File: src/rtl/io_hub_pkg.sv
// io_hub_pkg: shared decode constants, status bit positions and drain-state
// encoding for the memory-mapped IO hub.
package io_hub_pkg;

  // One-hot word-address select bits (word address = IO_memAddr[15:2])
  localparam int IO_LEDS_BIT      = 0;
  localparam int IO_UART_DAT_BIT  = 1;
  localparam int IO_UART_CTRL_BIT = 2;
  localparam int IO_TIMER_BIT     = 3;

  // UART_CTRL read-back bit positions
  localparam int ST_DONE    = 8;
  localparam int ST_FULL    = 9;
  localparam int ST_OVF     = 10;
  localparam int ST_LVL_LSB = 16;
  localparam int ST_LVL_W   = 9;   // holds 0..256

  typedef enum logic [1:0] {
    IDLE = 2'd0,
    SEND = 2'd1,
    HOLD = 2'd2
  } drain_state_t;

endpackage

File: src/rtl/io_fifo.sv
// io_fifo: synchronous FIFO with separate level counter. Pop and push in the
// same cycle are both honoured, even when full. No read bypass: a pushed
// entry is visible at the head one cycle after the push.
module io_fifo #(
  parameter int WIDTH = 8,
  parameter int DEPTH = 16
) (
  input  logic                     clk,
  input  logic                     reset,
  input  logic                     push,
  input  logic [WIDTH-1:0]         wdata,
  input  logic                     pop,
  output logic [WIDTH-1:0]         rdata,
  output logic                     full,
  output logic                     empty,
  output logic [$clog2(DEPTH):0]   level
);

  localparam int AW = $clog2(DEPTH);
  localparam int LW = AW + 1;

  logic [WIDTH-1:0] mem [DEPTH];
  logic [AW-1:0]    wr_ptr;
  logic [AW-1:0]    rd_ptr;
  logic             do_push;
  logic             do_pop;

  assign empty   = (level == '0);
  assign full    = (level == LW'(DEPTH));
  assign do_pop  = pop & ~empty;
  assign do_push = push & (~full | do_pop);
  assign rdata   = mem[rd_ptr];

  // Storage array; contents are don't-care until pushed, so no reset
  always_ff @(posedge clk) begin
    if (do_push) mem[wr_ptr] <= wdata;
  end

  // Pointers wrap naturally at power-of-two depth; level tracks occupancy
  always_ff @(posedge clk or negedge reset) begin
    if (!reset) begin
      wr_ptr <= '0;
      rd_ptr <= '0;
      level  <= '0;
    end else begin
      if (do_push) wr_ptr <= wr_ptr + AW'(1);
      if (do_pop)  rd_ptr <= rd_ptr + AW'(1);
      case ({do_push, do_pop})
        2'b10:   level <= level + LW'(1);
        2'b01:   level <= level - LW'(1);
        default: level <= level;
      endcase
    end
  end

endmodule

File: src/rtl/io_hub.sv
// io_hub: memory-mapped IO hub (LEDs, TX FIFO in front of txuart, status,
// optional cycle counter). Define IO_HUB_TIMER_EN to build the 32-bit
// free-running counter readable at word bit 3; otherwise that word reads 0.
//
// Drain FSM states:
//   state | meaning
//   IDLE  | wait for FIFO non-empty and !uart_busy, then pop head to uart_data
//   SEND  | uart_wr high for exactly this cycle
//   HOLD  | ignore uart_busy for one cycle while txuart raises busy
module io_hub
  import io_hub_pkg::*;
#(
  parameter int LED_W      = 16,
  parameter int FIFO_DEPTH = 16
) (
  input  logic             clk,
  input  logic             reset,
  input  logic [31:0]      IO_memAddr,
  input  logic [31:0]      IO_memWData,
  input  logic             IO_memWr,
  output logic [31:0]      IO_memRData,
  output logic [LED_W-1:0] leds,
  output logic             uart_wr,
  output logic [7:0]       uart_data,
  input  logic             uart_busy
);

  localparam int LVL_W = $clog2(FIFO_DEPTH) + 1;

  logic [13:0]      wa;
  logic             sel_leds;
  logic             sel_dat;
  logic             sel_ctrl;
  logic             sel_tmr;
  logic             push;
  logic             pop;
  logic             fifo_full;
  logic             fifo_empty;
  logic [7:0]       fifo_head;
  logic [LVL_W-1:0] level;
  drain_state_t     state;
  logic             ovf;
  logic             ovf_set;
  logic             ovf_clr;
  logic             done;
  logic [31:0]      status;
  logic [31:0]      timer_val;
  logic             unused_bits;

  assign wa       = IO_memAddr[15:2];
  assign sel_leds = wa[IO_LEDS_BIT];
  assign sel_dat  = wa[IO_UART_DAT_BIT];
  assign sel_ctrl = wa[IO_UART_CTRL_BIT];
  assign sel_tmr  = wa[IO_TIMER_BIT];

  // Address/data bits that are outside the decode or the used data fields
  assign unused_bits = ^{IO_memAddr[31:16], IO_memAddr[1:0], wa[13:4], IO_memWData};

  assign push    = IO_memWr & sel_dat;
  assign pop     = (state == IDLE) & ~fifo_empty & ~uart_busy;
  // A pop in the same cycle frees a slot, so only a truly blocked push overflows
  assign ovf_set = push & fifo_full & ~pop;
  assign ovf_clr = IO_memWr & sel_ctrl & IO_memWData[ST_OVF];
  assign done    = fifo_empty & (state == IDLE) & ~uart_busy;

  io_fifo #(
    .WIDTH (8),
    .DEPTH (FIFO_DEPTH)
  ) u_fifo (
    .clk   (clk),
    .reset (reset),
    .push  (push),
    .wdata (IO_memWData[7:0]),
    .pop   (pop),
    .rdata (fifo_head),
    .full  (fifo_full),
    .empty (fifo_empty),
    .level (level)
  );

  // LED register
  always_ff @(posedge clk or negedge reset) begin
    if (!reset)                    leds <= '0;
    else if (IO_memWr && sel_leds) leds <= IO_memWData[LED_W-1:0];
  end

  // Sticky overflow flag; a same-cycle overflow wins over a clear
  always_ff @(posedge clk or negedge reset) begin
    if (!reset)       ovf <= 1'b0;
    else if (ovf_set) ovf <= 1'b1;
    else if (ovf_clr) ovf <= 1'b0;
  end

  // Drain FSM with registered uart_wr / uart_data
  always_ff @(posedge clk or negedge reset) begin
    if (!reset) begin
      state     <= IDLE;
      uart_wr   <= 1'b0;
      uart_data <= 8'h00;
    end else begin
      case (state)
        IDLE: begin
          if (pop) begin
            uart_data <= fifo_head;
            uart_wr   <= 1'b1;
            state     <= SEND;
          end
        end
        SEND: begin
          uart_wr <= 1'b0;
          state   <= HOLD;
        end
        HOLD: begin
          state <= IDLE;
        end
        default: begin
          uart_wr <= 1'b0;
          state   <= IDLE;
        end
      endcase
    end
  end

`ifdef IO_HUB_TIMER_EN
  // Free-running cycle counter, wraps at 2^32
  always_ff @(posedge clk or negedge reset) begin
    if (!reset) timer_val <= '0;
    else        timer_val <= timer_val + 32'd1;
  end
`else
  assign timer_val = '0;
`endif

  // Status word and OR-combined read mux over all selected sources
  always_comb begin
    status                            = '0;
    status[ST_DONE]                   = done;
    status[ST_FULL]                   = fifo_full;
    status[ST_OVF]                    = ovf;
    status[ST_LVL_LSB +: ST_LVL_W]    = ST_LVL_W'(level);

    IO_memRData = '0;
    if (sel_leds) IO_memRData = IO_memRData | 32'(leds);
    if (sel_ctrl) IO_memRData = IO_memRData | status;
    if (sel_tmr)  IO_memRData = IO_memRData | timer_val;
  end

endmodule

File: config.mk
export PLATFORM = sky130hd
export DESIGN_NAME = io_hub
export DESIGN_NICKNAME = d
export VERILOG_FILES = /design/src/rtl/io_hub_pkg.sv /design/src/rtl/io_fifo.sv /design/src/rtl/io_hub.sv
export SDC_FILE = /design/constraint.sdc
export NUM_CORES = 1
export LEC_CHECK = 0
export BUFFER_PORTS_ARGS = -buffer_cell sky130_fd_sc_hd__buf_2
export CAP_MARGIN = 20
export CORE_ASPECT_RATIO = 1.5
export CORE_MARGIN = 2
export CORE_UTILIZATION = 60
export DETAILED_ROUTE_END_ITERATION = 7
export PLACE_DENSITY = 0.93
export SYNTH_ARGS = -nofsm -noshare
export SYNTH_HDL_FRONTEND = slang
export SYNTH_SLANG_ARGS = --single-unit
File: constraint.sdc
create_clock -name clk -period 5.5 [get_ports clk]
set_input_delay 0.275 -clock clk [delete_from_list [all_inputs] [get_ports clk]]
set_output_delay 0.275 -clock clk [all_outputs]
set_load 0.02 [all_outputs]
### Yosys cells after proc, flatten, opt, wreduce, memory -nomap -nowiden

Memories as Yosys holds them, arrays and structs flattened. A register that Yosys moved wholly into a read port is not among the register bits.
Index checks and enable logic that the tools add are counted.

* flip-flop bits (word level): 33
* bits of input ports: 68
* memory bits (writable): 128
* memories kept: 1

Memories
* u_fifo.mem: depth 16, width 8, rd ports 1, clocked after Yosys merged registers in 1, wr ports 1, RTL line io_fifo.sv:22 `logic [WIDTH-1:0] mem [DEPTH];`

* equality and inequality tests: 6
* add/subtract/negate cells: 4
* mux-type cells: 11
* bitwise operators: 18
* reduce and logical (&&, ||, !) cells: 8

Operators with widths (count)
* $mux 32: 1
* $or 32x21->32: 1
* $mux 16: 1
* $and 1x1->1: 11
* $pmux 5 s2: 1
* $add 4x1->4 const B: 2
* $add 5x1->5 const B: 1
* $eq 5x5->1 const B: 1
* $logic_not 5->1: 1
* $mux 1: 5
* $not 1->1: 5
* $sub 5x1->5 const B: 1
* $eq 2x1->1 const B: 2
* $eq 2x2->1 const B: 2
* $pmux 2 s2: 1
* $reduce_and 2->1: 2
* $reduce_bool 2->1: 2
* $logic_not 2->1: 1
* $mux 2: 1
* $ne 2x2->1 const B: 1
* $pmux 1 s2: 1
* $logic_and 1x1->1: 1
* $logic_not 1->1: 1
* $or 1x1->1: 1

### Depth between registers and ports, before layout

Gate-level depths: netlist of run 1.

* depth after elaboration: 9
* depth in mapped cells: 12
* mapped depth without buffers: 10

### Cells and area by module

A second synthesis of run 1 with hierarchy kept.

* cell total of the unflattened synthesis: 402
* area total of the unflattened synthesis: 7048.0 um2

Modules (own cells, without submodules)
* io_fifo: times used 1, seq. area each 4169.0 um2, area each 5748.0 um2, cells each 302
* io_hub: times used 1, seq. area each 700.7 um2, area each 1300.0 um2, cells each 100

### Worst setup path before layout of run 1

OpenSTA, ideal clock, no wires.

* path type: flip-flop to flip-flop
* start: reg u_fifo.level[2]
* end: reg u_fifo.level[4]
* data arrival time: 2823 ps
* cell stages (with the launch flop): 13
* path slack: 2551 ps
* setup time: 126 ps
* cells stage by stage: dfrtp_1 -> buf_2 -> or4_4 -> o21ai_2 -> inv_2 -> ha_1 -> clkbuf_1 -> xor2_1 -> ha_1 -> or3b_2 -> a211oi_1 -> o21bai_1 -> xnor2_1

* cells in the longest elaborated chain, start to end: 9

Ends and longest elaborated chain
* start: declaration: RTL line io_fifo.sv:16 `output logic [$clog2(DEPTH):0] level`
* start signal: assignment: RTL line io_fifo.sv:49 `2'b10: level <= level + LW'(1);`
* start signal: assignment: RTL line io_fifo.sv:50 `2'b01: level <= level - LW'(1);`
* start signal: assignment: RTL line io_fifo.sv:51 `default: level <= level;`
* $logic_not 5->1 *: RTL line io_fifo.sv:28 `assign empty = (level == '0);`
* $not 1->1 *: RTL line io_fifo.sv:30, io_hub.sv:60
* $and 1x1->1 (2 in a row): RTL line io_hub.sv:60 `assign pop = (state == IDLE) & ~fifo_empty & ~uart_busy;`
* $and 1x1->1 *: RTL line io_fifo.sv:30 `assign do_pop = pop & ~empty;`
* named net u_fifo.do_pop: RTL line io_fifo.sv:26 `logic do_pop;`
* $or 1x1->1: RTL line io_fifo.sv:31 `assign do_push = push & (~full | do_pop);`
* $and 1x1->1: RTL line io_fifo.sv:31
* $eq 2x1->1 / $eq 2x2->1 (equally long branches): RTL line io_fifo.sv:48 `case ({do_push, do_pop})`
* $pmux 5 s2 / $reduce_bool 2->1 (equally long branches)

Mark *: on every way through the listed nets, which the timed path passes. The rest lies on a longest branch.
A chain may end at the register's enable or synchronous reset.

### Final worst setup path of run 1

Same ends and word-level chain as after synthesis.

==> flow_metrics.py, run 1 <==
metrics = {
    "cells_and_area": {
        "nets": 550,
        "stdcell_area_um2": 8080,
        "antenna_cells": 0,
        "final_common_cell": "edfxtp_1",
        "drive_gt1_share_pct": 31.8,
        "fillers": 655,
        "most-common-layout-cells": "128 x edfxtp_1, 69 x buf_2, 40 x dfrtp_1",
        "area_growth_pct": 14.8,
    },
    "timing": {
        "setup_ws_ns": 1.50,
        "rsz0062_at_grt": "false",
        "post-route-min-period_ns": 4.00,
        "skew_ns": 0.0109,
        "period_share_pct": 72.8,
        "slew_headroom_pct": 37.7,
        "setup_viol": 0,
        "worst_pin_slew_ns": 0.935,
        "drv_slew": 0,
        "final_hold_viol_count": 0,
        "max_freq_mhz": 250,
        "finalSetupTns_ns": 0,
    },
    "run_status": {
        "status": "finished clean",
    },
    "min_path": {
        "min_to": "leds[14]",
        "min_from": "IO_memWData[14]",
        "whs_path_depth": 2,
        "worstHoldPathType": "primary input to flip-flop",
    },
    "detailed_routing": {
        "drt_iter0_drc": 439,
        "drcViolationCount": 0,
        "drtPass1Iterations": 7,
        "drt_wl_total_um": 13700,
        "routedWlPerCell_um": 21.6,
        "vias": 3829,
        "drtAntennaViolNets": 0,
        "viasPerCell": 6.01,
    },
    "power_and_ir_drop": {
        "power_leakage_nw": 3.06,
        "p_int_w": 0.00277,
        "clkPwrFrac_pct": 29.3,
        "combPwrFrac_pct": 27.8,
        "p_sw_share_pct": 31.5,
        "pwr_density_cell_nw_per_um2": 500,
        "p_seq_share_pct": 42.8,
        "p_sw_w": 0.00127,
        "irDropWorstVdd_v": 0.000383,
    },
    "synth": {
        "synth_edf_count": 128,
        "netlist_instances": 402,
        "synth-seq-cells": 169,
        "synth_area_leaders": "edfxtp_1 55%, dfrtp_1 15%, mux4_2 7.7%",
        "async_reset_ff_share_pct": 24.3,
        "ys.flop_type": "edfxtp_1",
        "syn_area_per_cell_um2": 17.5,
        "synth.distinct_cells": 42,
        "yosys_warnings": 0,
        "synth_top_area_cell": "edfxtp_1",
        "synth.top_cell.area_share_pct": 54.6,
        "ys_seq_area_share_pct": 69.2,
        "netlist_area_um2": 7040,
    },
    "critical_path": {
        "startpoint_type": "flip-flop",
        "r2r_slack_ns": 1.50,
        "worst_ep_arrival_time_ns": 4.31,
        "r2r-end": "u_fifo.level[4]",
        "cp_max_fo": 21,
        "worst_ep_required_time_ns": 5.81,
        "crit_type": "flip-flop to flip-flop",
        "crit-reg2reg-launch": "u_fifo.level[2]",
        "end_kind": "flip-flop",
        "reg2regPathDepth": 10,
    },
    "placed_design": {
        "portBuffers": 68,
        "routabilityCongestion": 0.790,
        "place_area_um2": 7430,
        "hpwl_um": 8990,
        "dp_slack_ns": 1.67,
    },
    "global_routing": {
        "met1_usage_pct": 28.8,
        "grt_use_met3_pct": 4.96,
        "grt_first_pass_wirelength_um": 21300,
        "use_met2_pct": 39.9,
        "first_global_vias": 3843,
        "grt_start_max_net_pins": 42,
        "grt-busiest-layer": "met2",
        "grt.overflow.total": 0,
        "track_usage_pct": 23.3,
        "grt_antenna_before_repair": 0,
    },
    "clocking": {
        "clk_latency_ns": 0.42,
        "cts.sinks": 169,
        "clockBufferDepth": 2,
        "cts_tree": "yes",
        "postCtsSetupRepairBufs": 0,
        "htreeDepth": 4,
        "cts_buffers": 17,
        "post_cts_resized": 0,
        "clock-root-buffer": "clkbuf_16",
        "path_clk_slew_ns": 0.06,
        "hold_buffers": 1,
    },
    "floorplanning": {
        "die_w_um": 92.5,
        "die_h_um": 137,
        "initial_utilization_pct": 61.4,
        "dieArea_um2": 12600,
        "num_rows": 48,
        "core_area_um2": 11500,
        "io_pins": 125,
    },
    "job": {
        "maxCapViolCount": 0,
    },
}
how the worst max path moves through the flow:
stage / slack (ns) / to / from
after CTS: 1.64 / u_fifo.level[4] / u_fifo.level[2]
after detailed placement: 1.67 / u_fifo.level[4] / u_fifo.level[2]
after global routing: 1.33 / u_fifo.level[4] / u_fifo.level[2]
after global placement: 1.83 / u_fifo.level[4] / u_fifo.level[2]
after floorplan: 2.55 / u_fifo.level[4] / u_fifo.level[2]
final: 1.50 / u_fifo.level[4] / u_fifo.level[2]
worst max-delay path, stage by stage (launching register included):
cell	delay, ns
dfrtp_1	0.47
or4_4	0.58
o21ai_2	0.74
inv_2	0.21
ha_1	0.38
xor2_1	0.20
ha_1	0.23
or3b_2	0.46
a211oi_1	0.32
o21bai_1	0.14
xnor2_1	0.15
power by group through the flow:
stage               sequential [W]  clock [W]  combinational [W]
global placement           0.00181          0           0.000947
global route               0.00175    0.00125            0.00120
floorplan                  0.00169          0           0.000879
detailed placement         0.00180          0            0.00103
CTS                        0.00177    0.00120            0.00105
finish                     0.00173    0.00119            0.00112
cells by family (layout without fill, tap and decap cells):
group                      Yosys count  in the layout  synth area share, %
and+or+nand+nor                     77             77                 5.92
other                                1             11               0.0533
adders and majority gates            8              8                 1.42
DFF                                169            169                 69.2
buffers and inverters               40            115                 3.45
AOI/OAI and AO/OA                   38             38                 4.00
xor gates and xnor gates            12             12                 1.49
muxes                               57             57                 14.5
per-layer routing:
| layer | vias up | part of all wire, % |
|---|---|---|
| met1 | 1917 | 37 |
| li1 | 1675 | - |
| met5 | - | 0 |
| met4 | 0 | 2.7 |
| met2 | 206 | 54 |
| met3 | 31 | 6.4 |
synthesized netlist by cell type, types with 2 or more instances:
library cell and instances:
a211o_1 9, a21oi_1 11, a22o_1 10, and2_1 18, buf_1 2, buf_2 7
buf_4 13, buf_6 2, clkbuf_1 7, dfrtp_1 41, edfxtp_1 128, ha_1 8
inv_1 6, mux2_2 17, mux2i_1 8, mux4_1 8, mux4_2 24, nand2_1 16
nand2b_1 3, nand3_1 2, nand4_1 3, nor2_1 13, nor2b_1 10, nor3_1 6
o21ai_0 3, xnor2_1 8, xor2_1 4
flip-flops by register name, indices dropped and copies added, names as in the netlist:
name and count:
leds 16, u_fifo.rd_ptr 4, u_fifo.level 5, uart_wr 1, uart_data 8, u_fifo.wr_ptr 4, state 2, u_fifo.mem 128
ovf 1
area by class of cell:
type                            count  area [um^2]  area share (%)
Sequential cell                   169         4870            60.3
Multi-Input combinational cell    203         1970            24.3
Clock inverter                     14          160            1.98
Tap cell                          150          188            2.32
Inverter                            7         26.3           0.325
Timing Repair Buffer               76          433            5.36
Clock buffer                       18          439            5.43
metrics by stage:
step	std cells	total power (W)	util, %	hold slack, ns
after floorplan	412	0.00256	-	-0.0206
after global placement	598	0.00275	64.5	0.441
after detailed placement	599	0.00283	64.7	0.451
after CTS	632	0.00402	70.1	0.0602
after global routing	637	0.00421	70.5	0.0712
final	637	0.00404	70.5	0.0783
No activity file was read; power rests on OpenSTA's default activity.
==> run 2, diff against run 1 <==
--- a/config.mk
+++ b/config.mk
@@ -9,9 +9,9 @@
 export CAP_MARGIN = 20
 export CORE_ASPECT_RATIO = 1.5
 export CORE_MARGIN = 2
-export CORE_UTILIZATION = 60
+export CORE_UTILIZATION = 50
 export DETAILED_ROUTE_END_ITERATION = 7
-export PLACE_DENSITY = 0.93
+export PLACE_DENSITY = 0.83
 export SYNTH_ARGS = -nofsm -noshare
 export SYNTH_HDL_FRONTEND = slang
 export SYNTH_SLANG_ARGS = --single-unit
==> constraint.sdc (replaced) <==
create_clock -name clk -period 3.6 [get_ports clk]
set_input_delay 0.18 -clock clk [delete_from_list [all_inputs] [get_ports clk]]
set_output_delay 0.18 -clock clk [all_outputs]
set_load 0.02 [all_outputs]
==> flow_metrics.py, run 2 (synthesized netlist as in run 1, its figures left out) <==
metrics = {
    "clocking": {
        "cts_buffers": 17,
        "cts_tree": "yes",
        "post_cts_resized": 0,
        "htreeDepth": 4,
        "path_clk_slew_ns": 0.06,
        "clockBufferDepth": 2,
        "clock-root-buffer": "clkbuf_16",
        "hold_buffers": 6,
        "postCtsSetupRepairBufs": 0,
        "clk_latency_ns": 0.42,
        "cts.sinks": 169,
    },
    "global_routing": {
        "grt_antenna_before_repair": 0,
        "grt_start_max_net_pins": 42,
        "track_usage_pct": 19.6,
        "grt.overflow.total": 0,
        "first_global_vias": 4011,
        "grt_first_pass_wirelength_um": 21600,
    },
    "timing": {
        "max_freq_mhz": 323,
        "rsz0062_at_grt": "false",
        "setup_viol": 0,
        "post-route-min-period_ns": 3.10,
        "skew_ns": 0.0103,
        "period_share_pct": 86.0,
        "slew_headroom_pct": 36.8,
        "final_hold_viol_count": 0,
        "worst_pin_slew_ns": 0.949,
        "drv_slew": 0,
        "finalSetupTns_ns": 0,
    },
    "cells_and_area": {
        "final_common_cell": "edfxtp_1",
        "most-common-layout-cells": "128 x edfxtp_1, 68 x buf_2, 40 x dfrtp_1",
        "largestRegisters": "u_fifo.mem: 128 flops, leds: 16 flops, uart_data: 8 flops",
        "drive_gt1_share_pct": 30.6,
        "area_growth_pct": 15.6,
        "nets": 557,
        "final_cell_count_no_fill": 659,
        "antenna_cells": 0,
        "fillers": 974,
        "largest-register": "u_fifo.mem",
        "largest_reg_flops": 128,
    },
    "floorplanning": {
        "core_area_um2": 13900,
        "initial_utilization_pct": 50.8,
        "dieArea_um2": 15100,
        "io_pins": 125,
        "num_rows": 53,
        "die_w_um": 101,
        "die_h_um": 149,
    },
    "critical_path": {
        "critical_path_depth": 10,
        "startpoint_type": "flip-flop",
        "cp_max_fo": 9,
        "worst_ep_arrival_time_ns": 3.39,
        "crit_path_frequent_cell": "ha_1",
        "crit_buf_inv": 1,
        "worst_ep_required_time_ns": 3.89,
        "crit_chain": "or3_1 > a31oi_2 > inv_1 > ha_1 > xor2_1 > ha_1 > or3b_2 > a211oi_1 > o21bai_1 > xnor2_1",
        "end_kind": "flip-flop",
        "critPathSlowestCell": "or3b_2",
        "critical_path.top_delay_family": "simple AND/OR/NAND/NOR gates",
        "crit_type": "flip-flop to flip-flop",
        "reg2regPathDepth": 10,
        "max_stage_delay_ns": 0.46,
    },
    "detailed_routing": {
        "drtPass1Iterations": 5,
        "drt_iter0_drc": 298,
        "drtAntennaViolNets": 0,
        "drcViolationCount": 0,
        "routedWlPerCell_um": 20.8,
        "vias": 3806,
        "drt_wl_total_um": 13700,
        "viasPerCell": 5.78,
    },
    "placed_design": {
        "portBuffers": 68,
        "dp_cells": 620,
        "hpwl_um": 8830,
        "routabilityCongestion": 0.760,
    },
    "power_and_ir_drop": {
        "pwr_density_cell_nw_per_um2": 751,
        "irDropWorstVdd_v": 0.000499,
        "power_leakage_nw": 3.07,
    },
    "min_path": {
        "whs_path_depth": 2,
        "worstHoldPathType": "primary input to flip-flop",
    },
    "run_status": {
        "status": "finished clean",
    },
    "job": {
        "maxCapViolCount": 0,
    },
}
run 2: changes by cell type in the layout (fill, tap and decap cells not counted), moves of 2 or more:
cell | before | now
clkinv_1 | 0 | 2
inv_4 | 2 | 0
clkbuf_4 | 3 | 0
buf_4 | 1 | 7
inv_6 | 7 | 1
clkinv_2 | 0 | 2
dlygate4sd3_1 | 1 | 7
clkbuf_1 | 0 | 3
run 2: path summary, 6_finish.rpt:
| check | start | end | slack (ns) |
|---|---|---|---|
| setup / recovery | state[1] | u_fifo.level[4] | 0.50 |
| hold / removal | IO_memWData[10] | leds[10] | 0.03 |
| setup reg to reg | state[1] | u_fifo.level[4] | 0.50 |
| hold reg to reg | state[1] | state[1] | 0.46 |
| max in group asynchronous | reset | u_fifo.rd_ptr[0] | 2.49 |
| min in group asynchronous | reset | u_fifo.level[1] | 0.45 |
run 2: worst reg2reg max path, cell delays in order, from the launching register on:
cell and delay, ns:
dfrtp_1 0.40, or3_1 0.40, a31oi_2 0.41, inv_1 0.12, ha_1 0.30, xor2_1 0.20
ha_1 0.24, or3b_2 0.46, a211oi_1 0.21, o21bai_1 0.11, xnor2_1 0.13
run 2: per-stage QoR:
step           cell area [um^2]  setup slack (ns)  util, %  hold slack [ns]  power, W
2_1_floorplan              7080             0.651        -           -0.116   0.00392
5_1_grt                    8140             0.330     58.7          0.00964   0.00639
3_3_place_gp               7480             0.616     54.0            0.361   0.00428
6_report                   8140             0.505     58.7           0.0258   0.00611
3_5_place_dp               7480             0.518     54.0            0.384   0.00435
4_1_cts                    8130             0.509     58.7          0.00191   0.00615
run 2: cell type report:
cell class	count	area (um^2)	share of cell area, %
repair buffers	83	483	5.93
multi-input cells	203	1970	24.2
flip-flops and latches	169	4870	59.8
well taps	165	206	2.54
clock buffers	20	437	5.36
inverters	7	26.3	0.323
clock inverters	12	150	1.84
run 2: where the power goes:
part           leakage, nW  switching, W  internal, W
logic                 1.14      0.000858     0.000815
registers             1.64      0.000308      0.00234
clock network        0.283      0.000698      0.00109
total                 3.07       0.00186      0.00425
run 2: layer usage:
layer	vias up	global-route usage (%)	part of all wire, %
met1	1911	23.6	38
met4	0	9.32	3.5
li1	1693	-	-
met3	26	5.30	6.5
met5	-	0	0
met2	176	32.7	52
==> run 3, diff against run 2 <==
--- a/config.mk
+++ b/config.mk
@@ -8,7 +8,7 @@
 export BUFFER_PORTS_ARGS = -buffer_cell sky130_fd_sc_hd__buf_2
 export CAP_MARGIN = 20
 export CORE_ASPECT_RATIO = 1.5
-export CORE_MARGIN = 2
+export CORE_MARGIN = 5
 export CORE_UTILIZATION = 50
 export DETAILED_ROUTE_END_ITERATION = 7
 export PLACE_DENSITY = 0.83
==> flow_metrics.py, run 3 (synthesized netlist as in run 1, its figures left out) <==
metrics = {
    "critical_path": {
        "end_kind": "flip-flop",
        "r2r_slack_ns": 0.46,
        "cp_max_fo": 9,
        "crit-reg2reg-launch": "state[1]",
        "worst_ep_arrival_time_ns": 3.44,
        "r2r-end": "u_fifo.level[4]",
        "crit_type": "flip-flop to flip-flop",
        "startpoint_type": "flip-flop",
        "reg2regPathDepth": 10,
        "worst_ep_required_time_ns": 3.90,
    },
    "cells_and_area": {
        "final_common_cell": "edfxtp_1",
        "largestRegisters": "u_fifo.mem: 128 flops, leds: 16 flops, uart_data: 8 flops",
        "most-common-layout-cells": "128 x edfxtp_1, 68 x buf_2, 40 x dfrtp_1",
        "area_growth_pct": 14.9,
        "nets": 559,
        "largest-register": "u_fifo.mem",
        "antenna_cells": 0,
        "fillers": 1021,
        "finish.utilization_pct": 58.1,
        "multi_input_area_um2": 1970,
        "largest_reg_flops": 128,
        "drive_gt1_share_pct": 31.0,
        "ff_latch_area_um2": 4870,
    },
    "detailed_routing": {
        "drt_iter0_drc": 248,
        "viasPerCell": 5.65,
        "drtAntennaViolNets": 0,
        "drcViolationCount": 0,
        "vias": 3736,
        "routedWlPerCell_um": 20.6,
        "drtPass1Iterations": 4,
        "drt_wl_total_um": 13600,
    },
    "job": {
        "maxCapViolCount": 0,
    },
    "min_path": {
        "min_to": "leds[10]",
        "whs_path_depth": 2,
        "min_from": "IO_memWData[10]",
        "worstHoldPathType": "primary input to flip-flop",
    },
    "timing": {
        "final_hold_viol_count": 0,
        "fin_hold_ws_ns": 0.0218,
        "finalSetupTns_ns": 0,
        "skew_ns": 0.00861,
        "setup_viol": 0,
        "drv_slew": 0,
        "max_freq_mhz": 318,
        "post-route-min-period_ns": 3.14,
        "worst_pin_slew_ns": 0.951,
        "slew_headroom_pct": 36.6,
        "period_share_pct": 87.3,
        "rsz0062_at_grt": "false",
    },
    "clocking": {
        "clk_latency_ns": 0.42,
        "cts_buffers": 17,
        "htreeDepth": 4,
        "path_clk_slew_ns": 0.06,
        "cts.sinks": 169,
        "cts_tree": "yes",
        "clock-root-buffer": "clkbuf_16",
        "clockBufferDepth": 2,
    },
    "floorplanning": {
        "num_rows": 53,
        "io_pins": 125,
        "initial_utilization_pct": 50.6,
        "die_h_um": 155,
        "core_area_um2": 13900,
        "dieArea_um2": 16600,
        "die_w_um": 107,
    },
    "power_and_ir_drop": {
        "irDropWorstVdd_v": 0.000502,
        "pwr_density_cell_nw_per_um2": 731,
        "power_leakage_nw": 3.03,
    },
    "global_routing": {
        "grt_start_max_net_pins": 42,
        "grt.overflow.total": 0,
        "first_global_vias": 3926,
        "track_usage_pct": 17.7,
        "grt_first_pass_wirelength_um": 22000,
        "grt_antenna_before_repair": 0,
    },
    "run_status": {
        "status": "finished clean",
    },
    "placed_design": {
        "hpwl_um": 9190,
        "portBuffers": 68,
        "routabilityCongestion": 0.802,
    },
}
==> run 3: area by class of cell <==
class / instances / area share (%)
Clock inverter: 14 / 1.25
Sequential cell: 169 / 60.2
Clock buffer: 18 / 5.31
Multi-Input combinational cell: 203 / 24.3
Timing Repair Buffer: 85 / 6.03
Tap cell: 165 / 2.55
Inverter: 7 / 0.325
==> run 3: how the worst max path moves through the flow <==
| stage | startpoint | to | slack, ns |
|---|---|---|---|
| 5_1_grt | state[1] | u_fifo.level[4] | 0.30 |
| 2_1_floorplan | u_fifo.level[2] | u_fifo.level[4] | 0.65 |
| 3_5_place_dp | state[1] | u_fifo.level[4] | 0.49 |
| 3_3_place_gp | u_fifo.level[2] | u_fifo.level[4] | 0.61 |
| 6_report | state[1] | u_fifo.level[4] | 0.46 |
| 4_1_cts | state[1] | u_fifo.level[4] | 0.46 |
==> run 3: repair_timing <==
| item | in CTS | in global routing |
|---|---|---|
| hold buffers | 8 | 0 |
| endpoints found under the hold margin | 48 | 0 |
| buffers inserted | 0 | 0 |
| gates resized for setup | 0 | 0 |
| endpoints found under the setup margin | 0 | 0 |
==> run 3: layer usage <==
layer	global-route usage [%]	share of wire (%)	vias to the layer above
li1	-	-	1690
met1	20.4	37	1877
met2	31.6	56	144
met3	4.03	4.6	25
met4	7.56	2.9	0
met5	0	0	-
==> run 3: power breakdown <==
part	switching (W)	internal, W	total, W
logic	0.000781	0.000810	0.00159
registers	0.000371	0.00234	0.00271
clock network	0.000729	0.000881	0.00161
total	0.00188	0.00403	0.00591
==> run 3: per-stage QoR <==
stage	power, W	setup slack (ns)	area (um^2)	instances
finish	0.00591	0.457	8090	661
global route	0.00623	0.301	8090	661
CTS	0.00597	0.459	8090	661
detailed placement	0.00434	0.486	7480	621
global placement	0.00426	0.611	7480	621
floorplan	0.00392	0.651	7080	412
==> run 3: critical path, stage by stage (launching register included) <==
cell and delay, ns:
dfrtp_1 0.40, or3_1 0.39, a31oi_2 0.42, inv_1 0.12, ha_1 0.29, xor2_1 0.20
ha_1 0.24, or3b_2 0.45, a211oi_1 0.26, o21bai_1 0.12, xnor2_1 0.14
